[src/rtl/tt_ctrl_sel_sync_if.sv]
// Control-pin and spine-select bundle for the synchronous mux selection controller.
// The master drives the asynchronous control pins, and the slave returns the registered spine outputs.
interface tt_ctrl_sel_sync_if #(
   parameter int SEL_W = 10
);
   logic             ctrl_sel_inc;
   logic             ctrl_sel_clr;
   logic             ctrl_sel_shift;
   logic             ctrl_sel_data;
   logic             ctrl_sel_load;
   logic             ctrl_ena;
   logic [SEL_W-1:0] sel;
   logic             ena;
   logic             busy;
   logic             err;

   modport master (
      output ctrl_sel_inc, ctrl_sel_clr, ctrl_sel_shift, ctrl_sel_data, ctrl_sel_load, ctrl_ena,
      input  sel, ena, busy, err
   );

   modport slave (
      input  ctrl_sel_inc, ctrl_sel_clr, ctrl_sel_shift, ctrl_sel_data, ctrl_sel_load, ctrl_ena,
      output sel, ena, busy, err
   );
endinterface

[src/rtl/tt_ctrl_sel_sync.sv]
// Synchronous spine select controller with a break-before-make enable guard around every select change.
// A command acts SYNC_STAGES+1 cycles after its pin rises, and commands that arrive while busy wait in a one-entry slot.
module tt_ctrl_sel_sync #(
   parameter int SEL_W       = 10,
   parameter int MAX_SEL     = 2**SEL_W-1,
   parameter int GUARD_CYC   = 4,
   parameter int SYNC_STAGES = 2
) (
   input logic              clk,
   input logic              rst,
   tt_ctrl_sel_sync_if.slave bus
);
   localparam int CNT_W = (GUARD_CYC > 1) ? $clog2(GUARD_CYC) : 1;
   localparam logic [SEL_W:0] MAX_X = (SEL_W+1)'(MAX_SEL);

   localparam logic [1:0] ST_IDLE  = 2'd0;
   localparam logic [1:0] ST_BREAK = 2'd1;
   localparam logic [1:0] ST_GUARD = 2'd2;

   localparam logic [1:0] OP_NONE = 2'd0;
   localparam logic [1:0] OP_INC  = 2'd1;
   localparam logic [1:0] OP_LOAD = 2'd2;
   localparam logic [1:0] OP_CLR  = 2'd3;

   // Pin order: inc, clr, shift, load, data, ena (bit 0 upward)
   logic [5:0]       pins;
   logic [5:0]       sync_q [SYNC_STAGES];
   logic [3:0]       prev_q;
   logic [3:0]       pulse_q;
   logic [5:0]       sync_last;
   logic [1:0]       state_q;
   logic [1:0]       op_q;
   logic [1:0]       pend_q;
   logic [CNT_W-1:0] cnt_q;
   logic [SEL_W-1:0] sel_q;
   logic [SEL_W-1:0] shadow_q;
   logic             ena_q;
   logic             busy_q;
   logic             err_q;
   logic [1:0]       cmd_op;
   logic [1:0]       take_op;

   assign pins = {bus.ctrl_ena, bus.ctrl_sel_data, bus.ctrl_sel_load,
                  bus.ctrl_sel_shift, bus.ctrl_sel_clr, bus.ctrl_sel_inc};
   assign sync_last = sync_q[SYNC_STAGES-1];

   // A held clr survives any later arrival; otherwise the newest winner replaces the slot.
   function automatic logic [1:0] merge(input logic [1:0] pend, input logic clr,
                                        input logic load, input logic inc);
      if (pend == OP_CLR || clr) return OP_CLR;
      else if (load)             return OP_LOAD;
      else if (inc)              return OP_INC;
      else                       return pend;
   endfunction

   always_comb begin
      cmd_op  = merge(OP_NONE, pulse_q[1], pulse_q[3], pulse_q[0]);
      take_op = merge(pend_q,  pulse_q[1], pulse_q[3], pulse_q[0]);
   end

   always_ff @(posedge clk) begin
      if (rst) begin
         for (int i = 0; i < SYNC_STAGES; i++) sync_q[i] <= '0;
         prev_q   <= '0;
         pulse_q  <= '0;
         state_q  <= ST_IDLE;
         op_q     <= OP_NONE;
         pend_q   <= OP_NONE;
         cnt_q    <= '0;
         sel_q    <= '0;
         shadow_q <= '0;
         ena_q    <= 1'b0;
         busy_q   <= 1'b0;
         err_q    <= 1'b0;
      end else begin
         sync_q[0] <= pins;
         for (int i = 1; i < SYNC_STAGES; i++) sync_q[i] <= sync_q[i-1];
         prev_q  <= sync_last[3:0];
         pulse_q <= sync_last[3:0] & ~prev_q;

         if (pulse_q[2]) shadow_q <= {shadow_q[SEL_W-2:0], sync_last[4]};

         case (state_q)
            ST_IDLE: begin
               if (cmd_op != OP_NONE) begin
                  state_q <= ST_BREAK;
                  op_q    <= cmd_op;
                  busy_q  <= 1'b1;
                  ena_q   <= 1'b0;
               end else begin
                  ena_q <= sync_last[5];
               end
            end
            ST_BREAK: begin
               state_q <= ST_GUARD;
               cnt_q   <= CNT_W'(GUARD_CYC-1);
               pend_q  <= take_op;
               case (op_q)
                  OP_INC:  sel_q <= (sel_q == MAX_X[SEL_W-1:0]) ? '0 : sel_q + 1'b1;
                  OP_CLR:  begin sel_q <= '0; err_q <= 1'b0; end
                  OP_LOAD: begin
                     if ({1'b0, shadow_q} > MAX_X) err_q <= 1'b1;
                     else                          sel_q <= shadow_q;
                  end
                  default: ;
               endcase
            end
            ST_GUARD: begin
               if (cnt_q == '0) begin
                  pend_q <= OP_NONE;
                  if (take_op != OP_NONE) begin
                     // Chain straight into the next change so ena never pulses between them
                     state_q <= ST_BREAK;
                     op_q    <= take_op;
                  end else begin
                     state_q <= ST_IDLE;
                     busy_q  <= 1'b0;
                     ena_q   <= sync_last[5];
                  end
               end else begin
                  cnt_q  <= cnt_q - 1'b1;
                  pend_q <= take_op;
               end
            end
            default: state_q <= ST_IDLE;
         endcase
      end
   end

   assign bus.sel  = sel_q;
   assign bus.ena  = ena_q;
   assign bus.busy = busy_q;
   assign bus.err  = err_q;
endmodule

[src/flat_wrapper.sv]
// flat-port wrapper written by rule: the top's interface ports become plain ports
module tt_ctrl_sel_sync_flat 
#(
   parameter int SEL_W       = 10,
   parameter int MAX_SEL     = 2**SEL_W-1,
   parameter int GUARD_CYC   = 4,
   parameter int SYNC_STAGES = 2
)
  (clk, rst, bus_ctrl_sel_inc, bus_ctrl_sel_clr, bus_ctrl_sel_shift, bus_ctrl_sel_data, bus_ctrl_sel_load, bus_ctrl_ena, bus_sel, bus_ena, bus_busy, bus_err);
  tt_ctrl_sel_sync_if #(.SEL_W(SEL_W)) bus_i ();
  input logic clk;
  input logic rst;
  input wire logic [$bits(bus_i.ctrl_sel_inc)-1:0] bus_ctrl_sel_inc;
  input wire logic [$bits(bus_i.ctrl_sel_clr)-1:0] bus_ctrl_sel_clr;
  input wire logic [$bits(bus_i.ctrl_sel_shift)-1:0] bus_ctrl_sel_shift;
  input wire logic [$bits(bus_i.ctrl_sel_data)-1:0] bus_ctrl_sel_data;
  input wire logic [$bits(bus_i.ctrl_sel_load)-1:0] bus_ctrl_sel_load;
  input wire logic [$bits(bus_i.ctrl_ena)-1:0] bus_ctrl_ena;
  output wire logic [$bits(bus_i.sel)-1:0] bus_sel;
  output wire logic [$bits(bus_i.ena)-1:0] bus_ena;
  output wire logic [$bits(bus_i.busy)-1:0] bus_busy;
  output wire logic [$bits(bus_i.err)-1:0] bus_err;
  assign bus_i.ctrl_sel_inc = bus_ctrl_sel_inc;
  assign bus_i.ctrl_sel_clr = bus_ctrl_sel_clr;
  assign bus_i.ctrl_sel_shift = bus_ctrl_sel_shift;
  assign bus_i.ctrl_sel_data = bus_ctrl_sel_data;
  assign bus_i.ctrl_sel_load = bus_ctrl_sel_load;
  assign bus_i.ctrl_ena = bus_ctrl_ena;
  assign bus_sel = bus_i.sel;
  assign bus_ena = bus_i.ena;
  assign bus_busy = bus_i.busy;
  assign bus_err = bus_i.err;
  tt_ctrl_sel_sync #(.SEL_W(SEL_W), .MAX_SEL(MAX_SEL), .GUARD_CYC(GUARD_CYC), .SYNC_STAGES(SYNC_STAGES)) u_core (.clk(clk), .rst(rst), .bus(bus_i));
endmodule
[config.mk]
export PLATFORM = sky130hd
export DESIGN_NAME = tt_ctrl_sel_sync_flat
export DESIGN_NICKNAME = d
export VERILOG_FILES = /design/src/rtl/tt_ctrl_sel_sync_if.sv /design/src/rtl/tt_ctrl_sel_sync.sv /design/src/flat_wrapper.sv
export SDC_FILE = /design/constraint.sdc
export NUM_CORES = 1
export LEC_CHECK = 0
export ABC_AREA = 1
export BUFFER_PORTS_ARGS = -buffer_cell sky130_fd_sc_hd__buf_2
export CORE_MARGIN = 1.5
export CORE_UTILIZATION = 45
export CTS_CLUSTER_DIAMETER = 40
export DETAILED_ROUTE_END_ITERATION = 16
export PLACE_DENSITY = 0.65
export SLEW_MARGIN = 20
export SYNTH_ARGS = -nofsm -noshare
export SYNTH_HDL_FRONTEND = slang
export SYNTH_SLANG_ARGS = --single-unit
export TNS_END_PERCENT = 10
[constraint.sdc]
create_clock -name clk -period 1.9 [get_ports clk]
set_clock_uncertainty 0.05 [all_clocks]
set_input_delay 0.285 -clock clk [delete_from_list [all_inputs] [get_ports clk]]
set_output_delay 0.285 -clock clk [all_outputs]
set_load 0.05 [all_outputs]
==> summary.md <==
| Metric | Value |
|---|---|
| Initial antenna violation count | `0` |
| Initial core utilization | `0.4792` |
| Total track usage | `0.1581` |
| Syn. warnings | `0` |
| Initial detailed-routing violation count | `123` |
| Htree depth | `2` |
| Clk Latency, worst-skew pair | `0.31 ns` |
| Row cnt | `24` |
| Chip height | `71.79 um` |
| Post-CTS sizing | `0` |
| Syn Nets | `299` |
| Area grow syn2layout | `9.988%` |
| Share of cells above drive strength 1 | `0.1513` |
| Max-cap violations | `0` |
| Crit path buffers/inverters | `1` |
| CP Class | `flip-flop to flip-flop` |
| Fmax | `617.3 MHz` |
| Max Buffers Root-to-Sink | `2` |
| Hold Fails Final Rpt | `0` |
| Global-route wire length before repair | `6430 um` |
| #FFs+latches synth | `50` |
| Clk sinks | `50` |
| Pwr Total | `2669 uW` |
| Syn avg cell area | `7.472 sq um` |
| Die W | `71.79 um` |
| CP cell instances | `inv_1, ha_1, o21ai_2, nand2_2, o21ai_0, a21oi_1` |
| Fillers | `444` |
| Final worst path period need | `1.620 ns` |
| # IOs | `21` |
| Number of routed nets with antenna violations | `0` |
| CTS tree | `yes` |
| Area of the mapped netlist | `2130 sq um` |
| Sequential share of the synthesized area | `0.4700` |
| DPL Wire Length | `2575 um` |
| Commonest non-fill, non-tap cell in the layout | `dfxtp_1` |
| Reg clk slew, reported paths | `0.09 ns` |
| CP top delay family | `compound AO/OA/AOI/OAI gates` |
| Mapped Cells | `285` |
| Vias per cell | `4.846` |
| DRC | `0` |
| TritonCTS Buffers | `5` |
| Distinct cells, synth | `31` |
| Most frequent cells in the layout | `dfxtp_1 (50), nor2_1 (49), nand2_1 (40)` |
| Endpoint type of the worst setup path | `flip-flop` |
| Nets | `317` |
| Worst vdd ir | `0.5432 mV` |
| DR vias | `1725` |
| Setup TNS | `0 ns` |
| Final wirelength | `3679 um` |
| Max stage delay on crit path | `0.39 ns` |
| RSZ-0062 raised after global routing | `false` |
| Core ar. | `4444 sq um` |
| Pwr Density | `1140 nW/um^2` |
| Wire per inst | `10.33 um` |
| Post-CTS Setup Inserts | `0` |
| Number of inserted diodes | `0` |
| Arr. time, crit path | `1.76 ns` |
| Outcome | `complete, no violations` |
| Period Utilization, post-route | `0.8527` |
| Hold buffer count at cts | `0` |
| Vias in the first global route | `1470` |
| IO buf count | `19` |
| CP Max Fanout | `11` |
| Die area | `5154 sq um` |
| Largest net degree at the start of global routing | `27` |
| Drt pass-1 iters | `6` |
| WP data required | `2.04 ns` |
| Fin. max-slew vios | `0` |
| Setup violations, final | `0` |
| Critical Path Slowest Stage Cell | `dfxtp_1` |
| Critical Path Start Type | `flip-flop` |
| Pleak | `0.001098 uW` |
| CTS Root Cell | `clkbuf_8` |
| Hold/Removal Path Class | `input port to flip-flop` |
| GRT overflow | `0` |
| Routability cong. | `0.8041` |
[worst reg2reg max path: cells and delay by family (launching register included)]
family,cells,cell delay (ns)
AO/OA/AOI/OAI,3,0.56
adder cells (fa/ha/maj),1,0.34
flip-flops,1,0.39
buffers and inverters,1,0.08
AND/OR/NAND/NOR,1,0.09
[cell usage after synthesis]
| cell type | n | area [sq um] |
|---|---|---|
| buf_6 | 2 | 22.52 |
| nor2_4 | 2 | 22.52 |
| clkbuf_2 | 1 | 5.000 |
| a31oi_1 | 1 | 6.260 |
| clkinv_2 | 1 | 5.000 |
| a21oi_1 | 30 | 150.1 |
| o21ai_4 | 1 | 16.27 |
| nor2_1 | 49 | 183.9 |
| o21ai_2 | 2 | 17.52 |
| a21oi_2 | 1 | 8.760 |
| inv_2 | 5 | 18.77 |
| ha_1 | 6 | 75.07 |
| xor2_1 | 2 | 17.52 |
| buf_2 | 1 | 5.000 |
| nand2_1 | 40 | 150.1 |
| nor3_1 | 5 | 25.02 |
| clkinv_1 | 1 | 3.750 |
| inv_1 | 35 | 131.4 |
| dfxtp_1 | 50 | 1001 |
| nand2_2 | 3 | 18.77 |
| conb_1 | 1 | 3.750 |
| o21ai_0 | 25 | 125.1 |
| nand3_1 | 5 | 25.02 |
| nand3_2 | 1 | 10.01 |
| nand3b_1 | 1 | 7.510 |
| buf_4 | 1 | 7.510 |
| o21ai_1 | 6 | 30.03 |
| or2_1 | 1 | 6.260 |
| nor2_2 | 1 | 6.260 |
| clkbuf_1 | 4 | 15.01 |
| a31o_2 | 1 | 8.760 |
[sequential cells by signal, indices dropped and copies added (netlist names)]
| name | cells |
|---|---|
| u_core.shadow_q | 10 |
| u_core.state_q | 2 |
| u_core.bus.ena | 1 |
| u_core.pend_q | 2 |
| u_core.sync_q | 12 |
| u_core.bus.busy | 1 |
| u_core.bus.sel | 10 |
| u_core.pulse_q | 4 |
| u_core.prev_q | 4 |
| u_core.op_q | 2 |
| u_core.cnt_q | 2 |
[layer usage]
layer | GRT usage | wire [um]
met3 | 0.03376 | 111
met4 | 0.06918 | 70
met1 | 0.2197 | 1943
met5 | 0 | 0
met2 | 0.2366 | 1555
[cell families (layout without fill, tap and decap cells)]
logic type | Yosys count | count (layout) | share of synthesized area
AOI/OAI and AO/OA | 67 | 67 | 0.1704
and+or+nand+nor | 108 | 108 | 0.2139
DFF | 50 | 50 | 0.4700
xor gates and xnor gates | 2 | 2 | 0.008227
buffers and inverters | 51 | 70 | 0.1005
other | 1 | 1 | 0.001761
adders and majority gates | 6 | 6 | 0.03525
[report_power, final]
part | switching [uW] | internal [uW]
sequential | 83.8 | 1150
clock | 362 | 300
combinational | 519 | 252
[layout make-up]
cell class	count	area, sq um	share of cell area
flip-flops and latches	50	1001	0.4273
multi-input cells	184	914.6	0.3905
inverters	42	158.9	0.06784
repair buffers	20	102.6	0.04380
clock buffers	6	82.58	0.03526
well taps	52	65.06	0.02778
clock inverters	2	17.52	0.007479
[through the flow]
stage / hold WS (ns) / std cells / utilization / cell area [sq um] / setup slack, ns
2_1_floorplan: 0.3244 / 285 / - / 2130 / 0.1586
3_3_place_gp: 0.3277 / 348 / 0.5045 / 2242 / 0.3632
3_5_place_dp: 0.3329 / 348 / 0.5045 / 2242 / 0.3238
4_1_cts: 0.1094 / 356 / 0.5270 / 2342 / 0.2834
5_1_grt: 0.1091 / 356 / 0.5270 / 2342 / 0.1124
6_report: 0.1205 / 356 / 0.5270 / 2342 / 0.2800
[final timing paths]
path | from | end | slack [ns] | cells after the start
worst max-delay path | u_core.state_q[0] | u_core.bus.busy | 0.28 | 6
worst min-delay path | bus_ctrl_sel_data | u_core.sync_q[0][4] | 0.12 | 3
worst max register to register | u_core.state_q[0] | u_core.bus.busy | 0.28 | 6
worst min register to register | u_core.prev_q[2] | u_core.pulse_q[2] | 0.34 | 1
Power figures use the tool's default switching activity.
